--- config.mk ---
export PLATFORM = sky130hd
export DESIGN_NAME = sigmadelta_dac_mc_flat
export DESIGN_NICKNAME = d
export VERILOG_FILES = /design/src/rtl/sigmadelta_pkg.sv /design/src/rtl/sigmadelta_dac_mc_if.sv /design/src/rtl/sigmadelta_mod.sv /design/src/rtl/sigmadelta_dac_mc.sv /design/src/flat_wrapper.sv
export SDC_FILE = /design/constraint.sdc
export NUM_CORES = 1
export LEC_CHECK = 0
export CORE_ASPECT_RATIO = 0.5
export CORE_MARGIN = 1.5
export CORE_UTILIZATION = 65
export DETAILED_ROUTE_END_ITERATION = 8
export GPL_TIMING_DRIVEN = 0
export PLACE_DENSITY = 0.83
export REMOVE_ABC_BUFFERS = 1
export SKIP_CTS_REPAIR_TIMING = 1
export SYNTH_ARGS = -nofsm -noshare
export SYNTH_HDL_FRONTEND = slang
export SYNTH_HIERARCHICAL = 1
export SYNTH_SLANG_ARGS = --single-unit
--- constraint.sdc ---
create_clock -name clk -period 5.79 [get_ports clk]
set_clock_uncertainty 0.05 [all_clocks]
set_input_delay 1.158 -clock clk [delete_from_list [all_inputs] [get_ports clk]]
set_output_delay 1.158 -clock clk [all_outputs]
set_load 0.01 [all_outputs]
--- src/rtl/sigmadelta_pkg.sv ---
// ============================================================================
//  sigmadelta_pkg
//  Shared types for the multi-channel sigma-delta DAC: gain-ramp FSM state
//  encoding and a width-generic saturation helper for the modulators.
//  Rev 1.0 - initial release
// ============================================================================
`default_nettype none

package sigmadelta_pkg;

    typedef enum logic [1:0] {
        ST_MUTED     = 2'd0,
        ST_RAMP_UP   = 2'd1,
        ST_ACTIVE    = 2'd2,
        ST_RAMP_DOWN = 2'd3
    } gain_state_t;

    // Clamp v to the symmetric range +/-(2^(w-1)-1). The most-negative code of
    // a w-bit word is deliberately excluded so the range stays symmetric.
    function automatic logic signed [31:0] sat(input logic signed [31:0] v,
                                               input int                 w);
        logic signed [31:0] lim;
        lim = (32'sd1 <<< (w - 1)) - 32'sd1;
        if (v > lim) begin
            return lim;
        end else if (v < -lim) begin
            return -lim;
        end else begin
            return v;
        end
    endfunction

endpackage

`default_nettype wire

--- src/rtl/sigmadelta_dac_mc_if.sv ---
// ============================================================================
//  sigmadelta_dac_mc_if
//  Sample/mute input bundle and 1-bit outputs of the multi-channel DAC.
//  Rev 1.0 - initial release
// ============================================================================
`default_nettype none

interface sigmadelta_dac_mc_if #(
    parameter int CHANNELS   = 2,
    parameter int AUDIO_BITS = 10
);
    logic                           sample_en;
    logic [CHANNELS*AUDIO_BITS-1:0] d;
    logic                           mute;
    logic [CHANNELS-1:0]            q;
    logic                           muted;

    // Audio source side
    modport master (
        output sample_en, d, mute,
        input  q, muted
    );

    // DAC side
    modport slave (
        input  sample_en, d, mute,
        output q, muted
    );
endinterface

`default_nettype wire

--- src/rtl/sigmadelta_mod.sv ---
// ============================================================================
//  sigmadelta_mod
//  One channel's 1st- or 2nd-order sigma-delta modulator, running every clk.
//  Input x is signed; output q is a registered 1-bit stream whose density of
//  ones tracks (x + 2^(AUDIO_BITS-1)) / 2^AUDIO_BITS.
//  Rev 1.0 - initial release
// ============================================================================
`default_nettype none

module sigmadelta_mod
    import sigmadelta_pkg::*;
#(
    parameter int AUDIO_BITS = 10,
    parameter int ORDER      = 2
) (
    input  wire logic                         clk,
    input  wire logic                         rst_n,
    input  wire logic signed [AUDIO_BITS-1:0] x,
    output logic                              q
);

    if (ORDER == 1) begin : g_ord1
        // The AUDIO_BITS+1-bit accumulator is held as acc_q (low bits) plus
        // q_q (its carry bit), which is also the registered output.
        logic [AUDIO_BITS-1:0] acc_q;
        logic                  q_q;
        logic [AUDIO_BITS-1:0] w_u;
        logic [AUDIO_BITS:0]   w_acc_d;

        assign w_u     = {~x[AUDIO_BITS-1], x[AUDIO_BITS-2:0]};
        assign w_acc_d = {1'b0, acc_q} + {1'b0, w_u};

        // First-order accumulate; carry out is the output bit
        always_ff @(posedge clk or negedge rst_n) begin
            if (!rst_n) begin
                acc_q <= '0;
                q_q   <= 1'b0;
            end else begin
                acc_q <= w_acc_d[AUDIO_BITS-1:0];
                q_q   <= w_acc_d[AUDIO_BITS];
            end
        end

        assign q = q_q;
    end else if (ORDER == 2) begin : g_ord2
        localparam int                 IW = AUDIO_BITS + 3;
        localparam logic signed [31:0] FS = 32'sd1 <<< (AUDIO_BITS - 1);

        logic signed [IW-1:0] i1_q;
        logic signed [IW-1:0] i2_q;
        logic                 q_q;
        logic signed [31:0]   w_fb;
        logic signed [31:0]   w_i1_sum;
        logic signed [31:0]   w_i2_sum;
        logic signed [IW-1:0] w_i1_d;
        logic signed [IW-1:0] w_i2_d;

        // Sums are formed at 32 bits so saturation sees the true value and the
        // integrators can never wrap.
        assign w_fb     = q_q ? FS : -FS;
        assign w_i1_sum = 32'(i1_q) + 32'(x) - w_fb;
        assign w_i2_sum = 32'(i2_q) + 32'(i1_q) - w_fb;
        assign w_i1_d   = IW'(sat(w_i1_sum, IW));
        assign w_i2_d   = IW'(sat(w_i2_sum, IW));

        // Two cascaded saturating integrators; output is the sign of next i2
        always_ff @(posedge clk or negedge rst_n) begin
            if (!rst_n) begin
                i1_q <= '0;
                i2_q <= '0;
                q_q  <= 1'b0;
            end else begin
                i1_q <= w_i1_d;
                i2_q <= w_i2_d;
                q_q  <= ~w_i2_d[IW-1];
            end
        end

        assign q = q_q;
    end else begin : g_bad_order
        $error("sigmadelta_mod: ORDER must be 1 or 2");
        assign q = 1'b0;
    end

endmodule

`default_nettype wire

--- src/rtl/sigmadelta_dac_mc.sv ---
// ============================================================================
//  sigmadelta_dac_mc
//  Multi-channel sigma-delta audio DAC: per-channel zero-order-hold sample
//  registers, a shared click-free mute/unmute gain ramp, per-channel gain
//  multipliers and one modulator per channel.
//  Rev 1.0 - initial release
// ============================================================================
`default_nettype none

module sigmadelta_dac_mc
    import sigmadelta_pkg::*;
#(
    parameter int CHANNELS   = 2,
    parameter int AUDIO_BITS = 10,
    parameter int ORDER      = 2,
    parameter int GAIN_BITS  = 6
) (
    input wire logic            clk,
    input wire logic            rst_n,
    sigmadelta_dac_mc_if.slave  bus
);

    localparam int             GW        = GAIN_BITS + 1;
    localparam int             PW        = AUDIO_BITS + GAIN_BITS + 1;
    localparam logic [GW-1:0]  GAIN_FULL = {1'b1, {GAIN_BITS{1'b0}}};
    localparam logic [GW-1:0]  GAIN_ONE  = GW'(1);

    gain_state_t         state_q;
    logic [GW-1:0]       gain_q;
    logic                muted_q;
    logic [CHANNELS-1:0] w_q;

    // Gain ramp FSM: advances only on sample strobes, one gain step per strobe.
    // A direction reversal changes state but holds gain for that strobe.
    always_ff @(posedge clk or negedge rst_n) begin
        if (!rst_n) begin
            state_q <= ST_MUTED;
            gain_q  <= '0;
            muted_q <= 1'b1;
        end else if (bus.sample_en) begin
            case (state_q)
                ST_MUTED: begin
                    if (!bus.mute) begin
                        state_q <= ST_RAMP_UP;
                        gain_q  <= gain_q + GAIN_ONE;
                        muted_q <= 1'b0;
                    end
                end
                ST_RAMP_UP: begin
                    if (bus.mute) begin
                        state_q <= ST_RAMP_DOWN;
                    end else begin
                        gain_q <= gain_q + GAIN_ONE;
                        if (gain_q + GAIN_ONE == GAIN_FULL) begin
                            state_q <= ST_ACTIVE;
                        end
                    end
                end
                ST_ACTIVE: begin
                    if (bus.mute) begin
                        state_q <= ST_RAMP_DOWN;
                        gain_q  <= gain_q - GAIN_ONE;
                    end
                end
                ST_RAMP_DOWN: begin
                    if (!bus.mute) begin
                        state_q <= ST_RAMP_UP;
                    end else begin
                        gain_q <= gain_q - GAIN_ONE;
                        if (gain_q == GAIN_ONE) begin
                            state_q <= ST_MUTED;
                            muted_q <= 1'b1;
                        end
                    end
                end
                default: begin
                    state_q <= ST_MUTED;
                    gain_q  <= '0;
                    muted_q <= 1'b1;
                end
            endcase
        end
    end

    for (genvar c = 0; c < CHANNELS; c++) begin : g_ch
        logic signed [AUDIO_BITS-1:0] s_q;
        logic signed [AUDIO_BITS-1:0] x_q;
        logic signed [PW-1:0]         w_prod;

        // Gain is non-negative, so it is zero-extended before the signed multiply
        assign w_prod = PW'(s_q) * PW'($signed({1'b0, gain_q}));

        // Zero-order hold of this channel's sample
        always_ff @(posedge clk or negedge rst_n) begin
            if (!rst_n) begin
                s_q <= '0;
            end else if (bus.sample_en) begin
                s_q <= bus.d[c*AUDIO_BITS +: AUDIO_BITS];
            end
        end

        // Scaled sample, arithmetic shift rounds toward -inf
        always_ff @(posedge clk or negedge rst_n) begin
            if (!rst_n) begin
                x_q <= '0;
            end else begin
                x_q <= AUDIO_BITS'(w_prod >>> GAIN_BITS);
            end
        end

        sigmadelta_mod #(
            .AUDIO_BITS (AUDIO_BITS),
            .ORDER      (ORDER)
        ) u_mod (
            .clk   (clk),
            .rst_n (rst_n),
            .x     (x_q),
            .q     (w_q[c])
        );
    end

    assign bus.q     = w_q;
    assign bus.muted = muted_q;

endmodule

`default_nettype wire

--- src/flat_wrapper.sv ---
// flat-port wrapper written by rule: the top's interface ports become plain ports
module sigmadelta_dac_mc_flat import sigmadelta_pkg::*;
#(
    parameter int CHANNELS   = 2,
    parameter int AUDIO_BITS = 10,
    parameter int ORDER      = 2,
    parameter int GAIN_BITS  = 6
)
  (clk, rst_n, bus_sample_en, bus_d, bus_mute, bus_q, bus_muted);
  sigmadelta_dac_mc_if #(.CHANNELS(CHANNELS), .AUDIO_BITS(AUDIO_BITS)) bus_i ();
  input wire logic clk;
  input wire logic rst_n;
  input wire logic [$bits(bus_i.sample_en)-1:0] bus_sample_en;
  input wire logic [$bits(bus_i.d)-1:0] bus_d;
  input wire logic [$bits(bus_i.mute)-1:0] bus_mute;
  output wire logic [$bits(bus_i.q)-1:0] bus_q;
  output wire logic [$bits(bus_i.muted)-1:0] bus_muted;
  assign bus_i.sample_en = bus_sample_en;
  assign bus_i.d = bus_d;
  assign bus_i.mute = bus_mute;
  assign bus_q = bus_i.q;
  assign bus_muted = bus_i.muted;
  sigmadelta_dac_mc #(.CHANNELS(CHANNELS), .AUDIO_BITS(AUDIO_BITS), .ORDER(ORDER), .GAIN_BITS(GAIN_BITS)) u_core (.clk(clk), .rst_n(rst_n), .bus(bus_i));
endmodule
# After elaboration in Yosys (flattened, before gate mapping)
# Index checks and enable logic that the tools add are counted.
totals:
  input_bits: 24
  wordCells: 79
  output_inout_bits: 3
  register_bits: 104
op_classes:
  n_eq_ne: 13
  n_mul: 2
  bitwise_logic: 2
  muxes: 24
  n_reduce_logical: 7
  n_addsub: 10
  n_lt_le_gt_ge: 8
ops:
  columns: ["op", "n"]
  rows:
  - ["greater-than comparator 32 x 13 -> 1 bit (second input constant)", 4]
  - ["< comparator 32 x 13 -> 1 bit (second input constant)", 4]
  - ["subtractor 14 x 32 -> 32 bit", 4]
  - ["two-way mux 13 bit", 8]
  - ["two-way mux 32 bit", 2]
  - ["multiplier 10 x 8 -> 16 bit", 2]
  - ["adder 13 x 10 -> 14 bit", 2]
  - ["adder 13 x 13 -> 14 bit", 2]
  - ["two-way mux 7 bit", 2]
  - ["case mux 7 bit (2 select lines)", 1]
  - ["two-way mux 2 bit", 6]
  - ["AND reduction 5 bit", 2]
  - ["!= test 2 bit (second input constant)", 4]
  - ["case mux 2 bit (4 select lines)", 1]
  - ["adder 7 x 1 -> 7 bit (second input constant)", 1]
  - ["equality test 7 x 1 -> 1 bit (second input constant)", 1]
  - ["equality test 7 bit (second input constant)", 1]
  - ["subtractor 7 x 1 -> 7 bit (second input constant)", 1]
  - ["!= test 3 x 2 -> 1 bit (second input constant)", 2]
  - ["equality test 2 bit (second input constant)", 2]
  - ["!= test 2 x 1 -> 1 bit (second input constant)", 2]
  - ["OR reduction 2 bit", 2]
  - ["two-way mux 1 bit", 3]
  - ["AND reduction 3 bit", 1]
  - ["5 further kinds", 6]

# Logic depth before layout (Yosys ltp)
depth:
  word_depth: 6
  ltp_mapped: 18
  mapped_depth_nobuf: 18

# By module
# The synthesis kept the hierarchy.
by_module_without_submodules:
  columns: ["module", "cells_each", "seq_area_each_um2", "area_per_inst_um2", "instances"]
  rows:
  - ["sigmadelta_dac_mc", 693, 1252.5, 6683.9, 1]
  - ["sigmadelta_mod (u_core.g_ch[1].u_mod)", 405, 675.6, 3337.0, 1]
  - ["sigmadelta_mod (u_core.g_ch[0].u_mod)", 391, 675.6, 3193.1, 1]

# Least setup slack after synthesis
# No wires, ideal clock.
synth_timing:
  path_type: "register to register"
  from: "register u_core.gain_q[4]"
  to: "register u_core.g_ch[0].x_q[9]"
  stages_incl_launch_ff: 17
  t_required_ns: 5.617
  path_slack_ns: 1.153
  period_less_slack_ns: 4.637
  path_buffers: 2
  t_arrival_ns: 4.464
  setup_ns: 0.123
  path_cell_list: "dfrtp_1 -> buf_2 -> clkbuf_1 -> nand2_1 -> fa_1 -> inv_1 -> fa_1 -> fa_1 -> inv_1 -> fa_1 -> inv_1 -> ha_1 -> and4_2 -> a32o_2 -> a221o_2 -> a21oi_2 -> xnor2_1"
synth_between:
  elab_chain_len: 1
synth_rtl:
  columns: ["element", "line_no", "source"]
  rows:
  - ["start, declared", "sigmadelta_dac_mc.sv:29", "logic [GW-1:0] gain_q;"]
  - ["start signal, assigned", "sigmadelta_dac_mc.sv:45", "gain_q <= gain_q + GAIN_ONE;"]
  - ["start signal, assigned", "sigmadelta_dac_mc.sv:53", "gain_q <= gain_q + GAIN_ONE;"]
  - ["start signal, assigned", "sigmadelta_dac_mc.sv:62", "gain_q <= gain_q - GAIN_ONE;"]
  - ["multiplier 10 x 8 -> 16 bit", "sigmadelta_dac_mc.sv:91", "assign w_prod = PW'(s_q) * PW'($signed({1'b0, gain_q}));"]
  - ["via u_core.g_ch[0].w_prod[15]", "sigmadelta_dac_mc.sv:88", "logic signed [PW-1:0] w_prod;"]
  - ["end signal, assigned", "sigmadelta_dac_mc.sv:107", "x_q <= AUDIO_BITS'(w_prod >>> GAIN_BITS);"]
  - ["end, declared", "sigmadelta_dac_mc.sv:87", "logic signed [AUDIO_BITS-1:0] x_q;"]
# The timed path passes the listed nets, and every way through them passes these cells.
# A chain may end at the register's enable or synchronous reset.

# Worst setup path after layout
# Ends and elaborated chain as after synthesis.

==> metrics <==
drt via density=between 5 and 6; Yosys Warn Count=6; HP Class=flip-flop to flip-flop; final hold viol count=0; Synth Instances=1489; initial antenna violation count=0; Placed Cells=1751; GR Util All Layers=0.2781; largest net degree at the start of global routing=between 70 and 80; crit-path max FO=25; Synth Register Bits=104; deepest clock path buffer count=2; Seq/Total Area, Yosys=0.1970; I/O Pins=27; Mean Syn Cell Area=8.874 sq um; global-route wire length before repair=47880 um; worst rel slew slack=0.2517; cell taking the most area after synthesis=dfrtp_1; share of post-route cells with drive strength above 1=0.04397; Final setup viols=0; RSZ-0062 raised after global routing=no; top post-synthesis cells by area=dfrtp_1 (20%), fa_1 (19%), ha_1 (15%); CTS tree=built; setup TNS=0 ns; Die Y=103.8 um; CTS clk-pin slew, worst paths=0.07 ns; initial core utilization=0.6713; CORE AREA=between 15000 and 20000 sq um; DRC violations left=0; Crit path required time=approximately 6.0 ns; DP HPWL=around 22000 um; initial DRC count=560; most instantiated library cell after synthesis=inv_1; critical path data arrival time=around 5.4 ns; FFs w/ async S/R, synth=1.000; Tmin final=5.152 ns; crit path capture type=flip-flop; GP Congestion=0.9062; root buf cell=clkbuf_16; non-filler instance count after layout=between 1500 and 2000; worst skew pair latency=0.36 ns; DRT Pass-1 Iters=5; synth cell count leaders=inv_1 (313), ha_1 (157), fa_1 (124), dfrtp_1 (103), and2_1 (102); Netlist cell types=between 80 and 90; final setup margin=0.6381 ns; vias in the first global route=just over 10000; Placement Rows=36; ANT nets after route=0; H-tree depth=3; status=finished clean; worst slack at placement=around 0.70 ns; post-route clock period utilization=0.8898; PortBufs=26; max_cap viols=0; synthesized area=between 10000 and 15000 sq um; GRT overflow=0; WL final=27610 um; number of flops mapped to enable cells by yosys=0; Worst-Margin Slew=1.119 ns; Fmax=194.1 MHz; area grow syn2layout=6.003%; final net count=roughly 1800; dominant synthesized flop cell=dfrtp_1; via count=10187; total CTS buffers=9; die area=21250 sq um; critical path type=flip-flop to flip-flop; final antenna diode count=0; Routed WL per cell=15.62 um; die width=204.6 um; CTS Sinks=104; Max Slew Vio Count=0; Synth top area share=0.1951; crit path launch type=flip-flop
==> worst max-delay path: stages, from the launching register on <==
cell     delay [ns]
dfrtp_1        0.93
nand2_1        0.20
fa_1           0.59
inv_1          0.05
fa_1           0.47
fa_1           0.55
inv_1          0.07
fa_1           0.53
inv_1          0.04
ha_1           0.36
and4_2         0.25
a32o_2         0.30
a221o_2        0.40
a21oi_2        0.16
xnor2_1        0.13
==> through the flow <==
stage | hold WS [ns] | util | instance area (sq um)
finish | 0.4819 | 0.7116 | 14010
global route | 0.5110 | 0.7116 | 14010
CTS | 0.4843 | 0.7116 | 14010
detailed placement | 0.4668 | 0.6957 | 13690
global placement | 0.4263 | 0.6944 | 13670
floorplan | 0.4382 | - | 13080
==> routing by layer <==
layer  track usage  routed length (um)  up-vias
met4       0.06355                 368        0
li1              -                   -     4903
met1        0.3776               12590     4922
met3       0.05160                1611       35
met2        0.4631               13040      327
met5             0                   0        -
==> cell type report <==
cell class / instances / area [sq um]
clock buffer: 10 / 239.0
clock inverter: 6 / 73.82
fill: 1450 / 5677
inverter: 315 / 1182
multi-input combinational: 1039 / 9290
sequential: 104 / 2604
tap: 266 / 332.8
timing repair buffer: 27 / 285.3
==> layout by cell type (no fill, tap or decap), drive strengths merged, types with 15 or more instances in the layout <==
cell | synthesis | routed
nand3 | 19 | 19
nor2 | 61 | 61
fa | 124 | 124
inv | 313 | 316
ha | 157 | 157
nor3 | 25 | 25
dfrtp | 103 | 103
nand4 | 16 | 16
mux2 | 21 | 21
clkdlybuf4s50 | 0 | 25
xnor2 | 39 | 39
nand2 | 97 | 97
a21o | 25 | 25
xor2 | 29 | 29
and2 | 102 | 102
a21oi | 66 | 66
o21a | 15 | 15
o21ai | 51 | 51
==> final timing paths <==
path	depth (start not counted)	end	slack [ns]	startpoint
max	14	u_core/g_ch[0].x_q[9]$_DFF_PN0_	0.64	u_core/gain_q[4]$_DFFE_PN0P_
max reg2reg	14	u_core/g_ch[0].x_q[9]$_DFF_PN0_	0.64	u_core/gain_q[4]$_DFFE_PN0P_
min in group asynchronous	1	u_core/g_ch[0].s_q[9]$_DFFE_PN0P_	0.70	rst_n
min reg2reg	2	u_core/bus.muted$_DFFE_PN1P_	0.48	u_core/bus.muted$_DFFE_PN1P_
max in group asynchronous	2	u_core/g_ch[1].u_mod/g_ord2.i2_q[10]$_DFF_PN0_	4.29	rst_n
min	2	u_core/bus.muted$_DFFE_PN1P_	0.48	u_core/bus.muted$_DFFE_PN1P_
==> sequential cells by signal, summed over array words and instances (netlist names) <==
signal / cells
u_core/bus.muted: 1
u_core/g_ch.s_q: 20
u_core/g_ch.u_mod/g_ord2.i1_q: 26
u_core/g_ch.u_mod/g_ord2.i2_q: 26
u_core/g_ch.u_mod/q: 2
u_core/g_ch.x_q: 20
u_core/gain_q: 7
u_core/state_q: 2
==> cell families (layout without fill, tap and decap cells) <==
group | after synthesis | in the layout | share of synthesized area
adder cells (fa/ha/maj) | 281 | 281 | 0.3365
multiplexers | 23 | 23 | 0.01941
AND/OR/NAND/NOR | 401 | 401 | 0.1624
flip-flops | 104 | 104 | 0.1970
AO/OA/AOI/OAI | 266 | 266 | 0.1397
buffers and inverters | 346 | 358 | 0.09990
XOR/XNOR | 68 | 68 | 0.04507
Power is not shown: default switching activity piles up to over one toggle a cycle in this logic, so the estimate is an artifact.
